`config.mk`:
```
export PLATFORM = sky130hd
export DESIGN_NAME = mp_addsub_serial
export DESIGN_NICKNAME = d
export VERILOG_FILES = /design/src/rtl/mp_arith_pkg.sv /design/src/rtl/mp_limb_add.sv /design/src/rtl/mp_addsub_serial.sv
export SDC_FILE = /design/constraint.sdc
export NUM_CORES = 2
export LEC_CHECK = 0
export CAP_MARGIN = 20
export CORE_AREA = 5 5 605 607
export CTS_CLUSTER_DIAMETER = 200
export DETAILED_ROUTE_END_ITERATION = 10
export DIE_AREA = 0 0 610 612
export SYNTH_ARGS = -nofsm -noshare
export SYNTH_HDL_FRONTEND = slang
export SYNTH_SLANG_ARGS = --single-unit
export TNS_END_PERCENT = 50
```
`constraint.sdc`:
```
create_clock -name clk -period 12 [get_ports clk]
set_clock_uncertainty 0.2 [all_clocks]
set_input_delay 3.6 -clock clk [delete_from_list [all_inputs] [get_ports clk]]
set_output_delay 3.6 -clock clk [all_outputs]
set_load 0.01 [all_outputs]
```
`src/rtl/mp_arith_pkg.sv`:
```
// Shared encodings and sizing helpers for the limb-serial multi-precision arithmetic blocks.
package mp_arith_pkg;

   typedef enum logic [1:0] {
      IDLE = 2'd0,
      CALC = 2'd1,
      DONE = 2'd2
   } state_t;

   function automatic int nlimb(input int width, input int limb);
      return (width + limb - 1) / limb;
   endfunction

   // Never returns 0 so a single-limb configuration still gets a 1-bit counter.
   function automatic int clog2(input int n);
      int r;
      r = 1;
      while ((1 << r) < n) r++;
      return r;
   endfunction

endpackage

```
`src/rtl/mp_limb_add.sv`:
```
// Combinational W-bit adder with carry-in/carry-out; one limb of the serial chain.
module mp_limb_add #(
   parameter int W = 128
) (
   input  logic [W-1:0] a,
   input  logic [W-1:0] b,
   input  logic         cin,
   output logic [W-1:0] sum,
   output logic         cout
);

   assign {cout, sum} = {1'b0, a} + {1'b0, b} + {{W{1'b0}}, cin};

endmodule

```
`src/rtl/mp_addsub_serial.sv`:
```
// Limb-serial multi-precision a+b / a-b with optional logical right shift by one.
module mp_addsub_serial
   import mp_arith_pkg::*;
#(
   parameter int WIDTH = 514,
   parameter int LIMB  = 128
) (
   input  logic             clk,
   input  logic             resetn,
   input  logic             start,
   input  logic             subtract,
   input  logic             shift,
   input  logic [WIDTH-1:0] in_a,
   input  logic [WIDTH-1:0] in_b,
   output logic [WIDTH:0]   result,
   output logic             carry,
   output logic             busy,
   output logic             done
);

   localparam int NLIMB  = nlimb(WIDTH, LIMB);
   localparam int CW     = clog2(NLIMB);
   localparam int PW     = NLIMB * LIMB;
   localparam int LO     = (NLIMB - 1) * LIMB;
   localparam int LAST_W = WIDTH - LO;

   state_t          state, state_nx;
   logic [PW-1:0]   a_q, b_q;
   logic            c_q, sub_q, shf_q;
   logic [CW-1:0]   cnt;
   logic [LIMB-1:0] la, lb, sum;
   logic            cout, c_fin, last, accept;
   logic [WIDTH:0]  f;

   assign accept = start && (state == IDLE || state == DONE);
   assign last   = (cnt == CW'(NLIMB - 1));
   assign busy   = (state == CALC);
   assign done   = (state == DONE);

   always_comb begin
      la = '0;
      lb = '0;
      for (int k = 0; k < NLIMB; k++) begin
         if (cnt == CW'(k)) begin
            la = a_q[k*LIMB +: LIMB];
            lb = b_q[k*LIMB +: LIMB];
         end
      end
   end

   mp_limb_add #(.W(LIMB)) u_add (
      .a    (la),
      .b    (lb),
      .cin  (c_q),
      .sum  (sum),
      .cout (cout)
   );

   // Operands are zero-padded above WIDTH, so the narrow last limb's carry lands on sum[LAST_W].
   assign c_fin = (LAST_W == LIMB) ? cout : sum[LAST_W % LIMB];

   always_comb begin
      f = result;
      for (int i = 0; i < LAST_W; i++) f[LO+i] = sum[i];
      f[WIDTH] = c_fin ^ sub_q;
   end

   always_ff @(posedge clk) begin
      if (!resetn) state <= IDLE;
      else         state <= state_nx;
   end

   always_comb begin
      state_nx = state;
      case (state)
         IDLE:    if (start) state_nx = CALC;
         CALC:    if (last)  state_nx = DONE;
         DONE:    state_nx = start ? CALC : IDLE;
         default: state_nx = IDLE;
      endcase
   end

   always_ff @(posedge clk) begin
      if (!resetn) begin
         a_q    <= '0;
         b_q    <= '0;
         c_q    <= 1'b0;
         sub_q  <= 1'b0;
         shf_q  <= 1'b0;
         cnt    <= '0;
         result <= '0;
         carry  <= 1'b0;
      end else if (accept) begin
         a_q   <= PW'(in_a);
         b_q   <= PW'(in_b ^ {WIDTH{subtract}});
         c_q   <= subtract;
         sub_q <= subtract;
         shf_q <= shift;
         cnt   <= '0;
      end else if (state == CALC) begin
         c_q <= cout;
         cnt <= cnt + 1'b1;
         for (int k = 0; k < NLIMB - 1; k++)
            if (cnt == CW'(k)) result[k*LIMB +: LIMB] <= sum;
         if (last) begin
            result <= shf_q ? {1'b0, f[WIDTH:1]} : f;
            carry  <= c_fin;
         end
      end
   end

endmodule

```
==> flow_summary.yaml <==
logic_synthesis:
  synth.area.mux_share_pct: 0.178
  syn_area_mm2: 0.0793
  synth_ff_type: "dfxtp_1"
  ys_types: 87
  yosys.area_share.simple_pct: 16.3
  syn_inst: 10133
  synth_nets: 11300
  synth_top_cell_by_area: "dfxtp_1"
  synthArstFlopShare_pct: 0
  avgSynthCellArea_um2: 7.82
  synth-compound-area-share_pct: 30.7
  ys.warnings.count: 0
  synth_top_cell_area_share_pct: 39.2
  synth.area.top_cells: "dfxtp_1, nand2_1, a21oi_1"
  synth_fa_ha_area_share_pct: 2.13
  ys_seq_area_share_pct: 39.2
  ys_seq_elements: 1552
  synth_xor_area_share_pct: 6.83
  synth_edf_count: 0
  synth_top_family_by_area: "compound AO/OA/AOI/OAI gates"
floorplanning:
  die_h_um: 612
  start_util_pct: 22.0
  row_count: 221
  pin_count: 1551
  die_area_mm2: 0.373
  core_region_area_mm2: 0.361
  die_x_um: 610
final_layout:
  register_area_mm2: 0.0311
  multi_input_area_mm2: 0.0447
  final_area_mm2: 0.105
  fin_nets: 12219
  fillers: 39021
  final_cell_mix: "nand2_1, dfxtp_1, clkdlybuf4s50_1"
  drive_gt1_share_pct: 4.40
  syn2layout_area_growth_pct: 32.9
  layout_commonest_cell: "nand2_1"
power_and_ir_drop:
  power.density_mw_per_mm2: 146
  p_leak_nw: 43.1
  max-vdd-ir-drop_v: 0.000130
placement:
  portBuffers: 1550
  placedInstanceArea_mm2: 0.0986
  gp_congestion: 0.927
  dpl.hpwl_um: 365000
drt:
  post_drt_wl_per_cell_um: 29.0
  routed_wl_um: 468000
  via_count: 81654
  dr.max_layer_used: "met5"
  firstDrtPassIters: 6
  final_antenna_net_count: 0
  drtIter0Drc: 8476
  post-route-drc-count: 0
  drt-met1-wl_um: 195000
  met2_length_um: 214000
  post_drt_via_cell_ratio: 5.07
  wl_met3_um: 33300
setup_path:
  r2r_end: "result[492]"
  crit_arrival_ns: 8.65
  critPathRequiredTime_ns: 12.60
  rr_startpoint: "cnt[2]"
  path_class: "reg -> reg"
  reg2reg_slack_ns: 3.95
  path_max_fanout: 44
  ff2ff_path_depth: 20
  start_kind: "register"
  endpoint_kind: "register"
timing:
  timing.fmax_mhz: 124
  relSlewSlack_pct: 16.3
  finalCritPeriodShare_pct: 67.1
  rsz0062_at_grt: "no"
  worst_slew_pin_slew_ns: 1.24
  setup_viol: 0
  fin_setup_tns_ns: 0
  hold_viol: 0
  maxSlewViolCount: 0
  fin_crit_ns: 8.05
clocking:
  ctsHtreeMaxLevel: 4
  cts_root_buf: "clkbuf_16"
  clk_pin_slew_worst_paths_ns: 0.07
  cts_buffers: 188
  cts_resized: 0
  clkSinkCount: 1552
  cts_hold_buf: 0
  clockBufferDepth: 4
  cts_tree: "built"
  clk_latency_ns: 0.95
  post-cts-setup-buffer-count: 0
hold_path:
  hold_path_class: "reg -> reg"
  whs_endpoint: "a_q[503]"
  worstHoldStart: "a_q[503]"
  whs_path_depth: 2
run:
  cap_violations: 0
global_route:
  grt-ovfl-total: 0
  grt_pass1_wl_um: 626000
  grt_use_total_pct: 23.6
  grt_antenna_before_repair: 200
  grt_max_degree: 258
  grt_pass1_vias: 75905
status:
  status: "complete, no violations"
## how the worst max path moves through the flow
stage,startpoint,end,slack (ns),cells past startpoint
after floorplan,subtract,b_q[475],6.51,7
after global placement,cnt[2],result[326],4.14,20
after detailed placement,cnt[2],result[70],4.20,20
after CTS,cnt[2],result[70],4.14,20
after global routing,cnt[2],result[492],3.77,20
final,cnt[2],result[492],3.95,20
## where the power goes
part	total, W	switching (W)	internal [W]	leakage [nW]
combinational	0.00354	0.00232	0.00122	27.3
sequential	0.00576	0.000262	0.00550	12.7
clock	0.00605	0.00255	0.00350	3.16
## critical path, cell delays in order, from the launching register on
cell and delay [ns]:
dfxtp_1 0.64, inv_1 0.21, nand2_4 0.61, buf_4 0.63
buf_4 0.55, nor2_1 0.08, nor3_1 0.18, a21oi_1 0.07
nor2_1 0.18, ha_1 0.35, a21oi_1 0.47, o21ai_1 0.16
a21oi_1 0.35, o31ai_1 0.13, o21ai_1 0.79, o2111a_1 0.38
a211oi_1 0.11, o31ai_1 0.97, xnor2_1 0.20, nand2_1 0.28
a21oi_1 0.23
## synth_stat cells, drive strengths merged, types with 16 or more instances
cell type / number
nand2: 1907
dfxtp: 1552
a21oi: 1429
clkbuf: 871
nor2: 684
o21ai: 620
xnor2: 558
a21boi: 530
o211a: 524
nor3: 294
a221oi: 263
ha: 132
nand3: 71
nand4: 66
buf: 65
xor2: 60
a21o: 58
o211ai: 54
inv: 46
o21bai: 40
a211oi: 27
a31oi: 21
and2: 21
and3: 20
o21a: 19
or3: 19
nand2b: 18
nor2b: 16
## per-layer routing
metal,track usage (%),vias up
met5,0,-
met4,12.1,70
met3,5.02,722
met2,37.4,3341
met1,30.1,39891
li1,-,37630
## flip-flops by register name, indices dropped and copies added (netlist names)
signal  flops
a_q       514
b_q       514
c_q         1
carry       1
cnt         3
result    515
shf_q       1
state       2
sub_q       1
## cell families after synthesis
family | count (synthesis)
compound gates | 3675
simple gates | 3158
flops | 1552
buf+inv | 982
xor+xnor | 618
fa+ha+maj | 134
mux | 14
## per-stage QoR
step           power (W)  hold WS [ns]  util [%]  cells  setup slack, ns
2_1_floorplan    0.00749         0.240         -  10133             6.51
3_3_place_gp     0.00940         0.251      27.3  15653             4.14
3_5_place_dp     0.00941         0.257      27.3  15655             4.20
4_1_cts           0.0155         0.265      29.1  15993             4.14
5_1_grt           0.0159         0.280      29.2  16085             3.77
6_report          0.0153         0.262      29.2  16111             3.95
## layout make-up
type / count / area share [%]
Antenna cell: 117 / 0.278
Clock buffer: 265 / 5.23
Clock inverter: 73 / 0.905
Inverter: 46 / 0.164
Multi-Input combinational cell: 7599 / 42.4
Sequential cell: 1552 / 29.5
Tap cell: 4794 / 5.69
Timing Repair Buffer: 1665 / 15.8
No activity file was read; power rests on OpenSTA's default activity.
